<file path="src/rtl/reg_dump_reader.sv">
// reg_dump_reader: sweeps a register file read port and streams each register out as one valid/ready beat.
// Optional trailing checksum beat is enabled by defining REG_DUMP_CHECKSUM_EN.
module reg_dump_reader #(
    parameter int unsigned NUM_REGS = 8,
    parameter int unsigned ADDR_W   = 3,
    parameter int unsigned DATA_W   = 8
) (
    input  logic              clk,
    input  logic              reset,
    input  logic              start,
    output logic [ADDR_W-1:0] rd_addr,
    input  logic [DATA_W-1:0] rd_data,
    output logic              out_valid,
    input  logic              out_ready,
    output logic [DATA_W-1:0] out_data,
    output logic [ADDR_W-1:0] out_addr,
    output logic              out_last,
    output logic              busy,
    output logic              done
);

    localparam logic [ADDR_W-1:0] LAST_ADDR = ADDR_W'(NUM_REGS - 1);

`ifdef REG_DUMP_CHECKSUM_EN
    typedef enum logic [2:0] {IDLE, READ, SEND, CSUM, DONE} state_t;
`else
    typedef enum logic [1:0] {IDLE, READ, SEND, DONE} state_t;
`endif

    state_t            state;
    state_t            state_next;
    logic              handshake;
    logic              at_last;
    logic [ADDR_W-1:0] rd_addr_next;
    logic              out_valid_next;
    logic [DATA_W-1:0] out_data_next;
    logic [ADDR_W-1:0] out_addr_next;
    logic              out_last_next;
    logic              busy_next;
    logic              done_next;
`ifdef REG_DUMP_CHECKSUM_EN
    logic [DATA_W-1:0] csum;
    logic [DATA_W-1:0] csum_next;
`endif

    assign handshake = out_valid & out_ready;
    assign at_last   = (rd_addr == LAST_ADDR);

    // State register
    always_ff @(posedge clk) begin
        if (!reset) begin
            state <= IDLE;
        end else begin
            state <= state_next;
        end
    end

    // Next-state logic
    always_comb begin
        state_next = state;
        case (state)
            IDLE: if (start) state_next = READ;
            READ: state_next = SEND;
            SEND: begin
                if (handshake) begin
                    if (at_last) begin
`ifdef REG_DUMP_CHECKSUM_EN
                        state_next = CSUM;
`else
                        state_next = DONE;
`endif
                    end else begin
                        state_next = READ;
                    end
                end
            end
`ifdef REG_DUMP_CHECKSUM_EN
            CSUM: if (handshake) state_next = DONE;
`endif
            DONE:    state_next = IDLE;
            default: state_next = IDLE;
        endcase
    end

    // Output / datapath next values; rd_addr doubles as the sweep counter
    always_comb begin
        rd_addr_next   = rd_addr;
        out_valid_next = out_valid;
        out_data_next  = out_data;
        out_addr_next  = out_addr;
        out_last_next  = out_last;
        busy_next      = (state_next != IDLE);
        done_next      = (state_next == DONE);
`ifdef REG_DUMP_CHECKSUM_EN
        csum_next      = csum;
`endif
        case (state)
            IDLE: begin
                rd_addr_next = '0;
`ifdef REG_DUMP_CHECKSUM_EN
                csum_next    = '0;
`endif
            end
            READ: begin
                out_valid_next = 1'b1;
                out_data_next  = rd_data;
                out_addr_next  = rd_addr;
`ifdef REG_DUMP_CHECKSUM_EN
                out_last_next  = 1'b0;
                csum_next      = csum + rd_data;
`else
                out_last_next  = at_last;
`endif
            end
            SEND: begin
                if (handshake) begin
                    out_valid_next = 1'b0;
                    out_last_next  = 1'b0;
                    if (!at_last) begin
                        rd_addr_next = rd_addr + ADDR_W'(1);
                    end
`ifdef REG_DUMP_CHECKSUM_EN
                    else begin
                        out_valid_next = 1'b1;
                        out_data_next  = csum;
                        out_addr_next  = '0;
                        out_last_next  = 1'b1;
                    end
`endif
                end
            end
`ifdef REG_DUMP_CHECKSUM_EN
            CSUM: begin
                if (handshake) begin
                    out_valid_next = 1'b0;
                    out_last_next  = 1'b0;
                end
            end
`endif
            DONE: rd_addr_next = '0;
            default: rd_addr_next = '0;
        endcase
    end

    // Output and datapath registers
    always_ff @(posedge clk) begin
        if (!reset) begin
            rd_addr   <= '0;
            out_valid <= 1'b0;
            out_data  <= '0;
            out_addr  <= '0;
            out_last  <= 1'b0;
            busy      <= 1'b0;
            done      <= 1'b0;
`ifdef REG_DUMP_CHECKSUM_EN
            csum      <= '0;
`endif
        end else begin
            rd_addr   <= rd_addr_next;
            out_valid <= out_valid_next;
            out_data  <= out_data_next;
            out_addr  <= out_addr_next;
            out_last  <= out_last_next;
            busy      <= busy_next;
            done      <= done_next;
`ifdef REG_DUMP_CHECKSUM_EN
            csum      <= csum_next;
`endif
        end
    end

endmodule

</file>
<file path="config.mk">
export PLATFORM = sky130hd
export DESIGN_NAME = reg_dump_reader
export DESIGN_NICKNAME = d
export VERILOG_FILES = /design/src/rtl/reg_dump_reader.sv
export SDC_FILE = /design/constraint.sdc
export NUM_CORES = 1
export LEC_CHECK = 0
export ABC_AREA = 1
export BUFFER_PORTS_ARGS = -buffer_cell sky130_fd_sc_hd__clkbuf_2
export CORE_MARGIN = 5
export CORE_UTILIZATION = 47
export DETAILED_ROUTE_END_ITERATION = 12
export PLACE_DENSITY = 0.86
export RECOVER_POWER = 25
export SLEW_MARGIN = 20
export SYNTH_ARGS = -nofsm -noshare
export SYNTH_HDL_FRONTEND = slang
export SYNTH_SLANG_ARGS = --single-unit
</file>
<file path="constraint.sdc">
create_clock -name clk -period 1.4 [get_ports clk]
set_input_delay 0 -clock clk [delete_from_list [all_inputs] [get_ports clk]]
set_output_delay 0 -clock clk [all_outputs]
set_load 0.02 [all_outputs]
</file>
# Yosys cells after proc, flatten, opt, wreduce, memory -nomap -nowiden
# Index checks and enable logic that the tools add are counted.
# word_totals
in_bits	12
out_inout_bits	18
ff_bits	20
# op_classes
eq_ne	7
n_addsub	1
n_mux	10
n_bitwise	1
n_reduce_logical	7
# op_table
cell	count
2-bit case mux with 4 select lines	1
2-bit equality test (second input constant)	3
2-bit 2-to-1 mux	3
3-bit 2-to-1 mux	2
3-bit case mux with 2 select lines	1
2-bit nonzero test	3
2-bit != test (second input constant)	2
1-bit case mux with 2 select lines	2
3-bit by 1-bit adder with 3-bit output (second input constant)	1
3-bit equality test (second input constant)	1
3-bit AND reduction	1
2-bit by 1-bit equality test with 1-bit output (second input constant)	1
2-bit zero test	1
2-bit AND reduction	1
2-bit OR reduction	1
1-bit bitwise AND	1
1-bit 2-to-1 mux	1

# Depth between registers and ports, before layout
# Gate-level depths: netlist of run 1.
# depth
ltp_word	5
depth_mapped	8
mapped_depth_nobuf	8

# Worst setup path after synthesis of run 1
# Ideal clock, no wire load.
# synth_path
kind	register to register
startpoint	reg rd_addr[0]
endpoint	reg busy
path_slack_ps	72
required_time_ps	1286
path_stages_with_launch	9
t_arrival_ps	1214
setup_ps	114
period_less_slack_ps	1328
cell_sequence	dfxtp_1 -> ha_1 -> ha_1 -> nand2_1 -> nand3_2 -> nand2_2 -> nand2_2 -> nand2_2 -> nand2_1
# synth_between
elab_chain_len	5
# synth_lines
element	line_no	text
start, declared	11	output logic [ADDR_W-1:0] rd_addr,
start signal, assigned	159	rd_addr <= rd_addr_next;
3-bit equality test	47	assign at_last = (rd_addr == LAST_ADDR);
2-bit 2-to-1 mux	66	if (at_last) begin
2-bit 2-to-1 mux	65	if (handshake) begin
2-bit case mux with 4 select lines	61	case (state)
2-bit nonzero test	92	busy_next = (state_next != IDLE);
end signal, assigned	164	busy <= busy_next;
end, declared	18	output logic busy,
# No other way between the ends.
# A chain may end at the register's enable or synchronous reset.

# Worst setup path in the final report of run 1
# Same ends and word-level chain as after synthesis.

==> load_flow_metrics.sql, run 1 <==
INSERT INTO impl_metrics (metric_group, metric, value, unit) VALUES
('yosys', 'ys.flop_type', 'dfxtp_1', ''),
('yosys', 'synth.cells.most_frequent', 'nor2_1, dfxtp_1, o21ai_0', ''),
('global_routing', 'globalRoute.totalOverflow', '0', ''),
('worst_hold_path', 'worstHoldEndpoint', 'done', ''),
('power', 'peakVddDrop', '0.768', 'mV'),
('cells_and_area', 'areaGrowthSynthToFinish', '33.4', '%'),
('detailed_routing', 'drtAntennaViolNets', '0', ''),
('clock_tree', 'cts.reportedPaths.clkPinSlew', '110', 'ps'),
('detailed_routing', 'drtIter0Drc', '7', ''),
('cells_and_area', 'antennaDiodeCount', '0', ''),
('global_routing', 'grt.total_usage', '16.3', '%'),
('detailed_routing', 'detailedRoute.firstPassIterationCount', '4', ''),
('global_routing', 'antenna_found_initial', '0', ''),
('power', 'power.density_cell_area', '1160', 'nW/um2'),
('floorplan', 'die-height', '52.3', 'um'),
('clock_tree', 'clock-root-buffer', 'clkbuf_4', ''),
('power', 'leakage', '0.558', 'nW'),
('yosys', 'post_synth_inst_count', '107', ''),
('floorplan', 'num_rows', '15', ''),
('worst_hold_path', 'holdCritStartpoint', 'start', ''),
('worst_hold_path', 'min-delay-path-class', 'input port to flip-flop', ''),
('critical_path', 'worstReg2RegStart', 'rd_addr[0]', ''),
('power', 'internal-power', '0.000896', 'W'),
('critical_path', 'critPathArrivalTime', '1520', 'ps'),
('critical_path', 'timing.critical_path.slowest_cell_delay', '340', 'ps'),
('yosys', 'postSynthNetCount', '124', ''),
('outcome', 'outcome', 'finished, final reports clean', ''),
('yosys', 'area_fraction_of_the_dominant_cell_type_after_synthesis', '47.5', '%'),
('global_routing', 'grt_pass1_wl', '3.24', 'mm'),
('timing', 'final.setup_skew', '4.53', 'ps'),
('detailed_routing', 'drt-vias-per-instance', '4.75', ''),
('critical_path', 'regToRegSetupSlack', '90', 'ps'),
('power', 'combinationalPowerShare', '24.4', '%'),
('timing', 'relSlewSlack', '82.1', '%'),
('clock_tree', 'number_of_buffers_between_clock_root_and_the_deepest_sink', '2', ''),
('yosys', 'syn_area_per_cell', '7.87', 'um2'),
('yosys', 'synth-edff-count', '0', ''),
('clock_tree', 'cts_inserted_buffers', '3', ''),
('power', 'p_switching', '0.000408', 'W'),
('clock_tree', 'worstSkewPairLatency', '300', 'ps'),
('timing', 'timing.final.max_slew_violations', '0', ''),
('critical_path', 'setup.worst_path.start_class', 'flip-flop', ''),
('timing', 'layout_min_cycle_time', '1310', 'ps'),
('power', 'seq_power_share', '50.1', '%'),
('yosys', 'synthArstFlopShare', '0', '%'),
('yosys', 'most_repeated_cell_in_the_gate_level_netlist_after_synthesis', 'nor2_1', ''),
('critical_path', 'cpMaxStageDelayCell', 'dfxtp_1', ''),
('global_routing', 'maximum_number_of_pins_on_one_net_before_global_route_repair', '16', ''),
('critical_path', 'rr_endpoint', 'busy', ''),
('yosys', 'synthDominantAreaCellType', 'dfxtp_1', ''),
('detailed_routing', 'route.final.wire_length', '2.03', 'mm'),
('worst_hold_path', 'hold_path_stages', '4', ''),
('timing', 'fin_crit_sh', '93.6', '%'),
('detailed_routing', 'route.vias.total', '817', ''),
('critical_path', 'crit_fanout', '5', ''),
('timing', 'worstMarginPinSlew', '269', 'ps'),
('detailed_routing', 'drc', '0', ''),
('critical_path', 'crit_required', '1610', 'ps'),
('yosys', 'yosys-top-cells-area', 'dfxtp_1, nor2_1, ha_1, o21ai_0, nand2_1', ''),
('run', 'drv.max_cap_violation_count', '0', ''),
('yosys', 'synth_seq_area_share', '47.5', '%'),
('floorplan', 'floorplan.initialDensity', '49.3', '%'),
('critical_path', 'critical_path.most_common_cell', 'nand2_2', ''),
('placed_design', 'detailed_place_hpwl', '1.46', 'mm'),
('timing', 'hold_viol', '0', ''),
('placed_design', 'gpl.final_weighted_congestion', '0.770', ''),
('clock_tree', 'h-tree-depth', '1', ''),
('timing', 'finalSetupTns', '0', 'ps'),
('timing', 'timing.final.setup_violations', '0', ''),
('floorplan', 'boundaryPins', '30', ''),
('clock_tree', 'clock_sinks', '20', '');
per-stage QoR:
| stage | instance area, um2 | util, % | total power (W) | hold slack, ps | std cells |
|---|---|---|---|---|---|
| floorplan | 842 | - | 0.000868 | 135 | 107 |
| global placement | 1010 | 59.3 | 0.000961 | 222 | 160 |
| detailed placement | 1010 | 59.3 | 0.000974 | 230 | 160 |
| CTS | 1130 | 66.2 | 0.00132 | 36.1 | 172 |
| global route | 1120 | 65.8 | 0.00138 | 46.3 | 172 |
| finish | 1120 | 65.8 | 0.00130 | 39.3 | 172 |
sequential cells by signal, indices dropped and copies added (netlist names):
name and flops:
out_data 8, out_addr 3, rd_addr 3, state 2, busy 1, done 1
out_last 1, out_valid 1
how the worst max path moves through the flow:
stage	from	to	slack [ps]	cells past startpoint
floorplan	rd_addr[0]	busy	70	8
global placement	rd_addr[0]	busy	130	8
detailed placement	state[0]	busy	50	8
CTS	state[0]	busy	40	8
global route	state[1]	busy	10	8
finish	rd_addr[0]	busy	90	8
kinds of logic (layout without fill, tap and decap cells):
group | Yosys count | in the layout | share of synthesized area, %
AO/OA/AOI/OAI | 23 | 23 | 14.4
adder cells (fa/ha/maj) | 5 | 5 | 7.43
buffers and inverters | 15 | 55 | 7.73
flip-flops | 20 | 20 | 47.5
AND/OR/NAND/NOR | 44 | 44 | 22.9
power by group through the flow:
stage	Clock (W)	Combinational (W)	Sequential, W
after floorplan	0	0.000141	0.000727
final	0.000332	0.000318	0.000654
after CTS	0.000339	0.000326	0.000655
after global placement	0	0.000297	0.000664
after detailed placement	0	0.000306	0.000668
after global routing	0.000370	0.000353	0.000660
per-layer routing:
layer / part of all wire (%) / global-route usage [%]
met5: 0 / 0
met4: 1.5 / 7.66
met3: 5.8 / 5.13
met2: 50 / 28.9
met1: 42 / 17.2
cells in the final DEF (no fill, tap or decap):
| cell | synthesis | layout |
|---|---|---|
| nor2_1 | 22 | 22 |
| dfxtp_1 | 20 | 20 |
| clkbuf_2 | 0 | 20 |
| o21ai_0 | 12 | 12 |
| inv_1 | 10 | 10 |
| nand2_1 | 11 | 10 |
| clkbuf_1 | 0 | 9 |
| a21oi_1 | 8 | 8 |
| dlygate4sd3_1 | 0 | 8 |
| nand2_2 | 5 | 6 |
| ha_1 | 5 | 4 |
| nand3_1 | 3 | 3 |
| clkbuf_4 | 0 | 3 |
| inv_2 | 2 | 2 |
| nand4_1 | 2 | 2 |
| buf_4 | 2 | 2 |
| nand3_2 | 1 | 1 |
| o21ai_1 | 1 | 1 |
| a21oi_2 | 1 | 1 |
| o211ai_1 | 1 | 1 |
| ha_2 | 0 | 1 |
| clkbuf_8 | 0 | 1 |
critical path: cells and delay by family, from the launching register on:
kind | cells | cell delay [ps]
simple gates | 6 | 470
fa+ha+maj | 2 | 400
flops | 1 | 340
what timing repair did:
action	4_1_cts	5_1_grt
setup endpoints to repair	0	3
hold buffers	8	0
hold endpoints to repair	8	0
buffers inserted	0	0
resized for setup	0	2
area by class of cell:
type                    instances  area, um2
fillers                       157        584
flip-flops and latches         20        400
multi-input cells              72        382
repair buffers                 39        229
inverters                      12       45.0
clock buffers                   4       36.3
well taps                      25       31.3
No activity file was read; power rests on OpenSTA's default activity.
==> inputs of run 2 (changes only) <==
--- a/config.mk
+++ b/config.mk
@@ -8,9 +8,10 @@
 export ABC_AREA = 1
 export BUFFER_PORTS_ARGS = -buffer_cell sky130_fd_sc_hd__clkbuf_2
 export CORE_MARGIN = 5
-export CORE_UTILIZATION = 47
+export CORE_UTILIZATION = 50
+export CTS_BUF_LIST = sky130_fd_sc_hd__clkbuf_4
 export DETAILED_ROUTE_END_ITERATION = 12
-export PLACE_DENSITY = 0.86
+export PLACE_DENSITY = 0.9
 export RECOVER_POWER = 25
 export SLEW_MARGIN = 20
 export SYNTH_ARGS = -nofsm -noshare
==> run 2 against run 1 <==
Design area rose by 0.89%. Worst setup slack gained 7.1 ps. Power is 12% higher. Register-to-register slack about the same. Critical path type unchanged. Sequential power about the same. Sequential share of layout area is 0.31 points lower. Die area shrank 4.9%.
==> load_flow_metrics.sql, run 2 (synthesis gave the netlist of run 1 again) <==
INSERT INTO impl_metrics (metric_group, metric, value, unit) VALUES
('worst_hold_path', 'min-delay-path-class', 'input port to flip-flop', ''),
('timing', 'finalSetupTns', '0', 'ps'),
('detailed_routing', 'routedWlPerCell', '13.0', 'um'),
('cells_and_area', 'final_standard_cell_utilization_of_the_core', '72.7', '%'),
('floorplan', 'die-height', '51.0', 'um'),
('critical_path', 'worstSetupEndpointType', 'flip-flop', ''),
('timing', 'rsz0062_at_grt', 'false', ''),
('timing', 'fin_crit_sh', '93.1', '%'),
('critical_path', 'critical_path.most_common_cell', 'nand2_2', ''),
('timing', 'relSlewSlack', '81.3', '%'),
('placed_design', 'numPortBuffers', '29', ''),
('power', 'power.density_cell_area', '1280', 'nW/um2'),
('global_routing', 'grt.total_usage', '17.1', '%'),
('floorplan', 'placeable_core_region', '1560', 'um2'),
('cells_and_area', 'most-common-layout-cells', 'nor2_1, dfxtp_1, clkbuf_2', ''),
('clock_tree', 'clock-root-buffer', 'clkbuf_4', ''),
('critical_path', 'crit_fanout', '5', ''),
('timing', 'timing.final.setup_violations', '0', ''),
('critical_path', 'timing.critical_path.slowest_cell_delay', '360', 'ps'),
('floorplan', 'boundaryPins', '30', ''),
('placed_design', 'detailed_place_hpwl', '1.41', 'mm'),
('global_routing', 'grt_pass1_wl', '3.44', 'mm'),
('cells_and_area', 'design_area', '1130', 'um2'),
('outcome', 'outcome', 'finished, final reports clean', ''),
('global_routing', 'globalRoute.totalOverflow', '0', ''),
('timing', 'worstMarginPinSlew', '280', 'ps'),
('clock_tree', 'worstSkewPairLatency', '300', 'ps'),
('detailed_routing', 'drt-vias-per-instance', '5.15', ''),
('global_routing', 'grt_pass1_vias', '816', ''),
('floorplan', 'floorplan.initialDensity', '54.0', '%'),
('detailed_routing', 'drtAntennaViolNets', '0', ''),
('cells_and_area', 'antennaDiodeCount', '0', ''),
('detailed_routing', 'drtIter0Drc', '21', ''),
('floorplan', 'die_width', '51.0', 'um'),
('critical_path', 'cpMaxStageDelayCell', 'dfxtp_1', ''),
('clock_tree', 'tritoncts', 'yes', ''),
('floorplan', 'num_rows', '14', ''),
('critical_path', 'critical_path.cell_chain', 'ha_1, ha_1, nand2_2, nand3_4, nand2_2, nand2_2, nand2_2, nand2_1', ''),
('cells_and_area', 'mostFrequentLayoutCell', 'nor2_1', ''),
('cells_and_area', 'areaGrowthSynthToFinish', '34.6', '%'),
('clock_tree', 'number_of_buffers_between_clock_root_and_the_deepest_sink', '2', ''),
('global_routing', 'maximum_number_of_pins_on_one_net_before_global_route_repair', '16', ''),
('detailed_routing', 'drc', '0', ''),
('detailed_routing', 'detailedRoute.firstPassIterationCount', '5', ''),
('placed_design', 'gpl.final_weighted_congestion', '0.827', ''),
('cells_and_area', 'top_register', 'out_data', ''),
('global_routing', 'antenna_found_initial', '0', ''),
('timing', 'fmax', '767', 'MHz'),
('timing', 'hold_viol', '0', ''),
('critical_path', 'critPathArrivalTime', '1520', 'ps'),
('detailed_routing', 'route.final.wire_length', '2.11', 'mm'),
('power', 'leakage', '0.568', 'nW'),
('cells_and_area', 'largest_register_ff_count', '8', ''),
('critical_path', 'setup.worst_path.start_class', 'flip-flop', ''),
('run', 'drv.max_cap_violation_count', '0', ''),
('critical_path', 'critical_path_class', 'flip-flop to flip-flop', ''),
('cells_and_area', 'final_layout_size_suffix_gt1_share', '24.5', '%'),
('clock_tree', 'clock_sinks', '20', ''),
('timing', 'final.setup_skew', '3.02', 'ps'),
('cells_and_area', 'top_regs', 'out_data x8, out_addr x3, rd_addr x3', ''),
('floorplan', 'floorplan.die_area', '2600', 'um2'),
('critical_path', 'cp_delay_by_family_top', 'simple AND/OR/NAND/NOR gates', ''),
('placed_design', 'post_dp_cell_area', '1000', 'um2'),
('clock_tree', 'cts.reportedPaths.clkPinSlew', '120', 'ps'),
('critical_path', 'worst_path_buf_inv', '0', ''),
('cells_and_area', 'layout.nets', '165', ''),
('clock_tree', 'cts_inserted_buffers', '3', ''),
('detailed_routing', 'route.vias.total', '839', ''),
('timing', 'layout_min_cycle_time', '1300', 'ps'),
('clock_tree', 'h-tree-depth', '1', ''),
('cells_and_area', 'fill_cell_total_of_the_finished_layout', '136', ''),
('power', 'peakVddDrop', '0.815', 'mV'),
('timing', 'timing.final.max_slew_violations', '0', ''),
('critical_path', 'crit_required', '1610', 'ps');
-- run 2: cell count changes in the layout (fill, tap and decap cells not counted), sizes merged --
cell / delta
bufinv: +1
clkbuf: -1
-- run 2: layer usage --
| metal | vias to the layer above | part of all wire (%) | GRT usage [%] |
|---|---|---|---|
| met5 | - | 0 | 0 |
| met2 | 34 | 48 | 32.0 |
| met4 | 0 | 0.90 | 5.38 |
| met1 | 376 | 43 | 19.2 |
| met3 | 4 | 7.9 | 3.49 |
| li1 | 425 | - | - |
-- run 2: final timing paths --
check        startpoint       end  slack, ps  cells after the start
min               start      done         20                      4
max          rd_addr[1]      busy        100                      8
min reg2reg    out_last  out_last        510                      2
max reg2reg  rd_addr[1]      busy        100                      8
-- run 2: power breakdown --
| group | switching, W | internal [W] | total [W] |
|---|---|---|---|
| Sequential | 0.0000310 | 0.000625 | 0.000656 |
| Clock | 0.000184 | 0.000289 | 0.000474 |
| Combinational | 0.000210 | 0.000115 | 0.000325 |
| Total | 0.000425 | 0.00103 | 0.00145 |
-- run 2: worst min-delay path: cells and delay by family --
family          cells  cell delay (ps)
compound gates      1               80
buf+inv             2              110
simple gates        1              100
-- run 2: final cells by class --
cell class | count | area (um2) | area share [%]
Inverter | 12 | 45.0 | 3.97
Clock inverter | 1 | 30.0 | 2.65
Tap cell | 16 | 20.0 | 1.77
Clock buffer | 3 | 22.5 | 1.99
Timing Repair Buffer | 39 | 229 | 20.2
Multi-Input combinational cell | 72 | 387 | 34.1
Sequential cell | 20 | 400 | 35.3
-- run 2: repair_timing --
action                                  CTS  global route
endpoints found under the hold margin     8             0
hold buffers                              8             0
setup buffers                             0             0
gates resized for setup                   0             2
endpoints found under the setup margin    0             2
-- run 2: through the flow --
stage	hold slack [ps]	power, W	worst slack, ps	instances
2_1_floorplan	135	0.000868	71.8	107
3_3_place_gp	222	0.000961	127	151
3_5_place_dp	230	0.000974	62.8	151
4_1_cts	16.9	0.00146	45.5	163
5_1_grt	32.9	0.00153	20.4	163
6_report	22.8	0.00145	96.2	163
